<file path="src/rtl/psr_file_if.sv">
// Bus bundle for the program status register file.
// Requester side (master) drives pipeline advance, flag/T writeback, MSR,
// exception entry and exception return requests, and observes the status
// outputs. The register file (slave) samples requests and presents
// cpsr, spsr, mode and priv.
//
// Handshake: there is no valid/ready pair. Each request strobe
// (flag_we, t_we, msr_we, exc_take, ret_we) is a single-cycle command that
// is consumed on the rising clock edge when en is high. It is never
// back-pressured and has no acknowledge.
interface psr_file_if;
    logic        en;
    logic [3:0]  flag_we;
    logic [3:0]  flag_in;
    logic        t_we;
    logic        t_in;
    logic        msr_we;
    logic        msr_spsr;
    logic [3:0]  msr_fields;
    logic [31:0] msr_data;
    logic        exc_take;
    logic [2:0]  exc_type;
    logic        ret_we;
    logic [31:0] cpsr;
    logic [31:0] spsr;
    logic [4:0]  mode;
    logic        priv;

    modport master (
        output en, flag_we, flag_in, t_we, t_in, msr_we, msr_spsr,
               msr_fields, msr_data, exc_take, exc_type, ret_we,
        input  cpsr, spsr, mode, priv
    );

    modport slave (
        input  en, flag_we, flag_in, t_we, t_in, msr_we, msr_spsr,
               msr_fields, msr_data, exc_take, exc_type, ret_we,
        output cpsr, spsr, mode, priv
    );
endinterface

</file>
<file path="src/rtl/psr_file.sv">
// ARM7TDMI program status register file: CPSR plus banked SPSRs for
// FIQ, IRQ, SVC, ABT and UND.
// Ports:
//   clk  - clock, all state changes on the rising edge
//   rst  - synchronous active-high reset (overrides bus.en)
//   bus  - psr_file_if.slave: update requests in, cpsr/spsr/mode/priv out
// One update source per cycle, priority:
//   exc_take > ret_we > msr_we > (flag_we | t_we)
// Bits [27:8] of every status register are held at zero.
module psr_file #(
    parameter logic [31:0] RESET_CPSR = 32'h0000_00D3
) (
    input logic        clk,
    input logic        rst,
    psr_file_if.slave  bus
);
    localparam logic [31:0] PSR_MASK = 32'hF000_00FF;

    localparam logic [4:0] MODE_USR = 5'b10000;
    localparam logic [4:0] MODE_FIQ = 5'b10001;
    localparam logic [4:0] MODE_IRQ = 5'b10010;
    localparam logic [4:0] MODE_SVC = 5'b10011;
    localparam logic [4:0] MODE_ABT = 5'b10111;
    localparam logic [4:0] MODE_UND = 5'b11011;
    localparam logic [4:0] MODE_SYS = 5'b11111;

    // Banked SPSR slot numbers; SLOT_NONE marks modes without an SPSR.
    localparam logic [2:0] SLOT_FIQ  = 3'd0;
    localparam logic [2:0] SLOT_IRQ  = 3'd1;
    localparam logic [2:0] SLOT_SVC  = 3'd2;
    localparam logic [2:0] SLOT_ABT  = 3'd3;
    localparam logic [2:0] SLOT_UND  = 3'd4;
    localparam logic [2:0] SLOT_NONE = 3'd7;

    logic [31:0] cpsr_q, cpsr_d;
    logic [31:0] spsr_q [5];
    logic [31:0] spsr_d [5];

    logic [2:0]  cur_slot;
    logic        has_spsr;
    logic [31:0] spsr_cur;
    logic [2:0]  exc_slot;
    logic [4:0]  exc_mode;

    function automatic logic [2:0] spsr_slot(input logic [4:0] m);
        case (m)
            MODE_FIQ: spsr_slot = SLOT_FIQ;
            MODE_IRQ: spsr_slot = SLOT_IRQ;
            MODE_SVC: spsr_slot = SLOT_SVC;
            MODE_ABT: spsr_slot = SLOT_ABT;
            MODE_UND: spsr_slot = SLOT_UND;
            default:  spsr_slot = SLOT_NONE;
        endcase
    endfunction

    function automatic logic valid_mode(input logic [4:0] m);
        case (m)
            MODE_USR, MODE_FIQ, MODE_IRQ, MODE_SVC,
            MODE_ABT, MODE_UND, MODE_SYS: valid_mode = 1'b1;
            default:                      valid_mode = 1'b0;
        endcase
    endfunction

    // USR, SYS and any unvalidated mode restored from an SPSR have no
    // bank; in those modes spsr mirrors cpsr.
    assign cur_slot = spsr_slot(cpsr_q[4:0]);
    assign has_spsr = (cur_slot != SLOT_NONE);

    always_comb begin
        spsr_cur = cpsr_q;
        case (cur_slot)
            SLOT_FIQ: spsr_cur = spsr_q[0];
            SLOT_IRQ: spsr_cur = spsr_q[1];
            SLOT_SVC: spsr_cur = spsr_q[2];
            SLOT_ABT: spsr_cur = spsr_q[3];
            SLOT_UND: spsr_cur = spsr_q[4];
            default:  spsr_cur = cpsr_q;
        endcase
    end

    always_comb begin
        exc_mode = MODE_SVC;
        exc_slot = SLOT_SVC;
        case (bus.exc_type)
            3'd0, 3'd2: begin exc_mode = MODE_SVC; exc_slot = SLOT_SVC; end
            3'd1:       begin exc_mode = MODE_UND; exc_slot = SLOT_UND; end
            3'd3, 3'd4: begin exc_mode = MODE_ABT; exc_slot = SLOT_ABT; end
            3'd5:       begin exc_mode = MODE_IRQ; exc_slot = SLOT_IRQ; end
            3'd6:       begin exc_mode = MODE_FIQ; exc_slot = SLOT_FIQ; end
            default:    begin exc_mode = MODE_SVC; exc_slot = SLOT_SVC; end
        endcase
    end

    always_comb begin
        cpsr_d = cpsr_q;
        for (int i = 0; i < 5; i++) spsr_d[i] = spsr_q[i];

        if (bus.exc_take) begin
            // Reserved type 7 still claims the cycle but changes nothing.
            if (bus.exc_type != 3'd7) begin
                spsr_d[exc_slot] = cpsr_q;
                cpsr_d[4:0]      = exc_mode;
                cpsr_d[7]        = 1'b1;
                cpsr_d[5]        = 1'b0;
                if (bus.exc_type == 3'd0 || bus.exc_type == 3'd6)
                    cpsr_d[6] = 1'b1;
            end
        end else if (bus.ret_we) begin
            if (has_spsr) cpsr_d = spsr_cur;
        end else if (bus.msr_we) begin
            if (bus.msr_spsr) begin
                // SPSR writes are verbatim, so T and an odd mode can land here.
                if (has_spsr) begin
                    if (bus.msr_fields[3]) spsr_d[cur_slot][31:28] = bus.msr_data[31:28];
                    if (bus.msr_fields[0]) spsr_d[cur_slot][7:0]   = bus.msr_data[7:0];
                end
            end else begin
                if (bus.msr_fields[3]) cpsr_d[31:28] = bus.msr_data[31:28];
                // T (bit 5) is never written through MSR to CPSR.
                if (bus.msr_fields[0] && cpsr_q[4:0] != MODE_USR &&
                    valid_mode(bus.msr_data[4:0])) begin
                    cpsr_d[7:6] = bus.msr_data[7:6];
                    cpsr_d[4:0] = bus.msr_data[4:0];
                end
            end
        end else begin
            for (int i = 0; i < 4; i++) begin
                if (bus.flag_we[i]) cpsr_d[28+i] = bus.flag_in[i];
            end
            if (bus.t_we) cpsr_d[5] = bus.t_in;
        end
    end

    always_ff @(posedge clk) begin
        if (rst) begin
            cpsr_q <= RESET_CPSR & PSR_MASK;
            for (int i = 0; i < 5; i++) spsr_q[i] <= 32'h0;
        end else if (bus.en) begin
            cpsr_q <= cpsr_d & PSR_MASK;
            for (int i = 0; i < 5; i++) spsr_q[i] <= spsr_d[i] & PSR_MASK;
        end
    end

    assign bus.cpsr = cpsr_q;
    assign bus.spsr = spsr_cur;
    assign bus.mode = cpsr_q[4:0];
    assign bus.priv = (cpsr_q[4:0] != MODE_USR);
endmodule

</file>
<file path="src/flat_wrapper.sv">
// flat-port wrapper written by rule: the top's interface ports become plain ports
module psr_file_flat 
#(
    parameter logic [31:0] RESET_CPSR = 32'h0000_00D3
)
  (clk, rst, bus_en, bus_flag_we, bus_flag_in, bus_t_we, bus_t_in, bus_msr_we, bus_msr_spsr, bus_msr_fields, bus_msr_data, bus_exc_take, bus_exc_type, bus_ret_we, bus_cpsr, bus_spsr, bus_mode, bus_priv);
  psr_file_if bus_i ();
  input logic clk;
  input logic rst;
  input wire logic [$bits(bus_i.en)-1:0] bus_en;
  input wire logic [$bits(bus_i.flag_we)-1:0] bus_flag_we;
  input wire logic [$bits(bus_i.flag_in)-1:0] bus_flag_in;
  input wire logic [$bits(bus_i.t_we)-1:0] bus_t_we;
  input wire logic [$bits(bus_i.t_in)-1:0] bus_t_in;
  input wire logic [$bits(bus_i.msr_we)-1:0] bus_msr_we;
  input wire logic [$bits(bus_i.msr_spsr)-1:0] bus_msr_spsr;
  input wire logic [$bits(bus_i.msr_fields)-1:0] bus_msr_fields;
  input wire logic [$bits(bus_i.msr_data)-1:0] bus_msr_data;
  input wire logic [$bits(bus_i.exc_take)-1:0] bus_exc_take;
  input wire logic [$bits(bus_i.exc_type)-1:0] bus_exc_type;
  input wire logic [$bits(bus_i.ret_we)-1:0] bus_ret_we;
  output wire logic [$bits(bus_i.cpsr)-1:0] bus_cpsr;
  output wire logic [$bits(bus_i.spsr)-1:0] bus_spsr;
  output wire logic [$bits(bus_i.mode)-1:0] bus_mode;
  output wire logic [$bits(bus_i.priv)-1:0] bus_priv;
  assign bus_i.en = bus_en;
  assign bus_i.flag_we = bus_flag_we;
  assign bus_i.flag_in = bus_flag_in;
  assign bus_i.t_we = bus_t_we;
  assign bus_i.t_in = bus_t_in;
  assign bus_i.msr_we = bus_msr_we;
  assign bus_i.msr_spsr = bus_msr_spsr;
  assign bus_i.msr_fields = bus_msr_fields;
  assign bus_i.msr_data = bus_msr_data;
  assign bus_i.exc_take = bus_exc_take;
  assign bus_i.exc_type = bus_exc_type;
  assign bus_i.ret_we = bus_ret_we;
  assign bus_cpsr = bus_i.cpsr;
  assign bus_spsr = bus_i.spsr;
  assign bus_mode = bus_i.mode;
  assign bus_priv = bus_i.priv;
  psr_file #(.RESET_CPSR(RESET_CPSR)) u_core (.clk(clk), .rst(rst), .bus(bus_i));
endmodule
</file>
<file path="config.mk">
export PLATFORM = sky130hd
export DESIGN_NAME = psr_file_flat
export DESIGN_NICKNAME = d
export VERILOG_FILES = /design/src/rtl/psr_file_if.sv /design/src/rtl/psr_file.sv /design/src/flat_wrapper.sv
export SDC_FILE = /design/constraint.sdc
export NUM_CORES = 1
export LEC_CHECK = 0
export ABC_AREA = 1
export CAP_MARGIN = 5
export CORE_ASPECT_RATIO = 0.8
export CORE_MARGIN = 1
export CORE_UTILIZATION = 45
export CTS_CLUSTER_SIZE = 14
export DETAILED_ROUTE_END_ITERATION = 10
export GPL_TIMING_DRIVEN = 0
export PLACE_DENSITY = 0.7
export SLEW_MARGIN = 10
export SYNTH_ARGS = -nofsm -noshare
export SYNTH_HDL_FRONTEND = slang
export SYNTH_SLANG_ARGS = --single-unit
</file>
<file path="constraint.sdc">
create_clock -name clk -period 5.9 [get_ports clk]
set_input_delay 1.18 -clock clk [delete_from_list [all_inputs] [get_ports clk]]
set_output_delay 1.18 -clock clk [all_outputs]
set_load 0.1 [all_outputs]
</file>
==> key figures <==
Yosys
  • FFs w/ async S/R, synth: 0
  • Yosys warns: 0
  • Synth cell types: 28
  • Register area share after synthesis: 0.352
  • Synth area leader: edfxtp_1
  • Largest cells by area after synthesis: edfxtp_1 31%, nand2_1 17%, a21oi_1 8.5%
  • Syn Area/Cell: 6.66 µm²
  • Area share of the leading cell type in the synthesized netlist: 0.311
  • Post-synth EDFFs: 60
  • Commonest cells in the netlist: 268 x nand2_1, 98 x a21oi_1, 86 x nand3_1
  • Seq cells post-synth: 72
  • Top FF cell, synth: edfxtp_1
  • Post-Synthesis Cells: 870
  • Cell Area, Synth: 0.00580 mm²
  • Library cell with the highest instance count after synthesis: nand2_1

Final layout
  • Layout cells sized above 1: 0.109
  • Final net count: 1,039
  • ANT cells: 0
  • Area grow syn2layout: 22.6%

STA
  • Final setup viols: 0
  • Setup TNS Final: 0 ns
  • Slew HR: 0.336
  • Minimum clock period: 4.71 ns
  • Final hold vios: 0
  • Worst Tran Pin Value: 0.993 ns
  • Fmax achieved: 212 MHz
  • Fin crit share: 0.798
  • Worst hold slack: 0.653 ns
  • Max-slew violations: 0
  • RSZ-0062 raised after global routing: false
  • Clock skew: 0.0101 ns
  • Final worst slack: 1.19 ns

Global route
  • First-pass GRT wire length: 31,300 µm
  • GRT Total Usage: 0.309
  • Initial antenna violation count: 0
  • Largest net degree at the start of global routing: 28
  • Overflow after GRT: 0
  • Vias in the first global route: 5,457

Critical path
  • Critical path's top delay family: buffers and inverters
  • CP required: 4.72 ns
  • Setup crit end kind: primary output
  • CP max-delay cell: clkdlybuf4s50_1
  • Critical Path Start Type: flip-flop
  • Crit path largest cell delay: 1.15 ns
  • CP Cell Sequence: buf_4 > inv_2 > nor2_1 > nand3_1 > inv_1 > clkbuf_1 > nand2_1 > nand3_1 > clkdlybuf4s50_1
  • CP Max Fanout: 10
  • CP Class: reg2out
  • Crit path DAT: 3.53 ns
  • Critical path's most frequent cell: nand3_1
  • Worst Path Buf+Inv: 5

Place
  • IO buf count: 61
  • Placer Congestion: 0.928
  • HPWL after DPL: 15,100 µm
  • Dpl ws: 1.61 ns

Hold path
  • Path type of the worst min-delay path: reg2reg

Run status
  • Outcome: finished clean

Floorplanning
  • Die H: 104 µm
  • Initial Utilization: 0.468
  • Die width: 129 µm
  • Site row count: 36
  • Core Footprint: 0.0124 mm²
  • Full die area: 0.0133 mm²
  • I/O pins: 126

Clock tree
  • TritonCTS clock tree: built
  • Cts-stage hold buffer count: 0
  • Clock Root Buffer: clkbuf_16
  • Number of buffers created by CTS: 9
  • Clock sinks: 72
  • Clk_lat worst skew: 0.34 ns
  • Post-CTS Setup Inserts: 0
  • CTS-repair resized insts: 0
  • Clock Path Buffers: 2
  • Htree depth: 3
  • Clock-pin slew on the worst setup and hold paths: 0.06 ns

Power and ir drop
  • Power consumption: 0.00209 W
  • VDD IR max: 0.000199 V
  • Pwr dens: 294 mW/mm²
  • Leakage: 3.09 nW

Routing
  • Drc violations: 0
  • Post-route ant nets: 0
  • Wirelength per Cell: 17.5 µm
  • Routed vias/inst: 5.54
  • First DRT Iteration DRCs: 1,073
  • Final wirelength: 20,300 µm
  • Drt first pass iters: 5
  • Vias: 6,422

Job
  • Count of maximum capacitance violations: 0
## worst paths after layout
kind                                                         from                           endpoint  slack [ns]  depth (start not counted)
worst min-delay path            u_core.spsr_q[0][7]$_SDFFCE_PN0P_    u_core.bus.cpsr[7]$_SDFFE_PP1P_        0.65                          4
worst max-delay path              u_core.bus.cpsr[0]$_SDFFE_PP1P_                        bus_spsr[0]        1.19                          9
worst min register to register  u_core.spsr_q[0][7]$_SDFFCE_PN0P_    u_core.bus.cpsr[7]$_SDFFE_PP1P_        0.65                          4
worst max register to register    u_core.bus.cpsr[0]$_SDFFE_PP1P_  u_core.spsr_q[0][1]$_SDFFCE_PN0P_        3.14                         11
## tightest hold or removal path, stage by stage, from the launching register on
cell      delay, ns
edfxtp_1       0.36
nand2_1        0.08
nand4_1        0.09
nand2_1        0.05
nand2_1        0.05
## flip-flops by register name, summed over array words and instances, names as in the netlist
signal and flops:
u_core.bus.cpsr 12, u_core.spsr_q 60
## per-stage QoR
step / cells / area [µm²] / utilization
2_1_floorplan: 909 / 5940 / -
3_3_place_gp: 1141 / 6770 / 0.546
3_5_place_dp: 1143 / 6820 / 0.550
4_1_cts: 1159 / 7110 / 0.574
5_1_grt: 1159 / 7110 / 0.574
6_report: 1159 / 7110 / 0.574
## per-layer routing
layer,routed length [µm],track usage,vias up
li1,-,-,3062
met1,8620,0.479,2849
met5,0,0,-
met3,2880,0.0759,39
met4,353,0.0933,0
met2,8410,0.413,472
## report_power, final
part	switching [W]	internal, W
logic	0.000686	0.000206
registers	0.0000377	0.000601
clock network	0.000217	0.000339
## cell type report
cell class / instances / area [µm²]
Clock inverter: 3 / 42.5
Fill cell: 1220 / 5280
Buffer: 84 / 514
Inverter: 82 / 308
Clock buffer: 13 / 250
Multi-Input combinational cell: 671 / 3090
Tap cell: 171 / 214
Sequential cell: 72 / 2040
Timing Repair Buffer: 63 / 651
## logic make-up after synthesis
family | Yosys count | synth area share
buffers and inverters | 166 | 0.142
other | 1 | 0.000647
DFF | 72 | 0.352
AOI/OAI and AO/OA | 199 | 0.187
and+or+nand+nor | 432 | 0.319
## cells in the final DEF (no fill, tap or decap), drive strengths merged
cell,Yosys,final
nand4,7,7
edfxtp,60,60
clkdlybuf4s50,0,61
nand3b,1,1
or2,11,11
nor3,5,5
dfxtp,12,12
nand3,87,87
buf,59,61
nand2,271,271
o21ai,71,71
a21oi,98,98
o22ai,6,6
clkinv,2,3
clkinvlp,0,1
a31oi,1,1
o211ai,12,12
nor2,50,50
inv,80,80
clkbuf,25,38
o221ai,11,11
conb,1,40
bufinv,0,1
No activity file was read; power rests on OpenSTA's default activity.
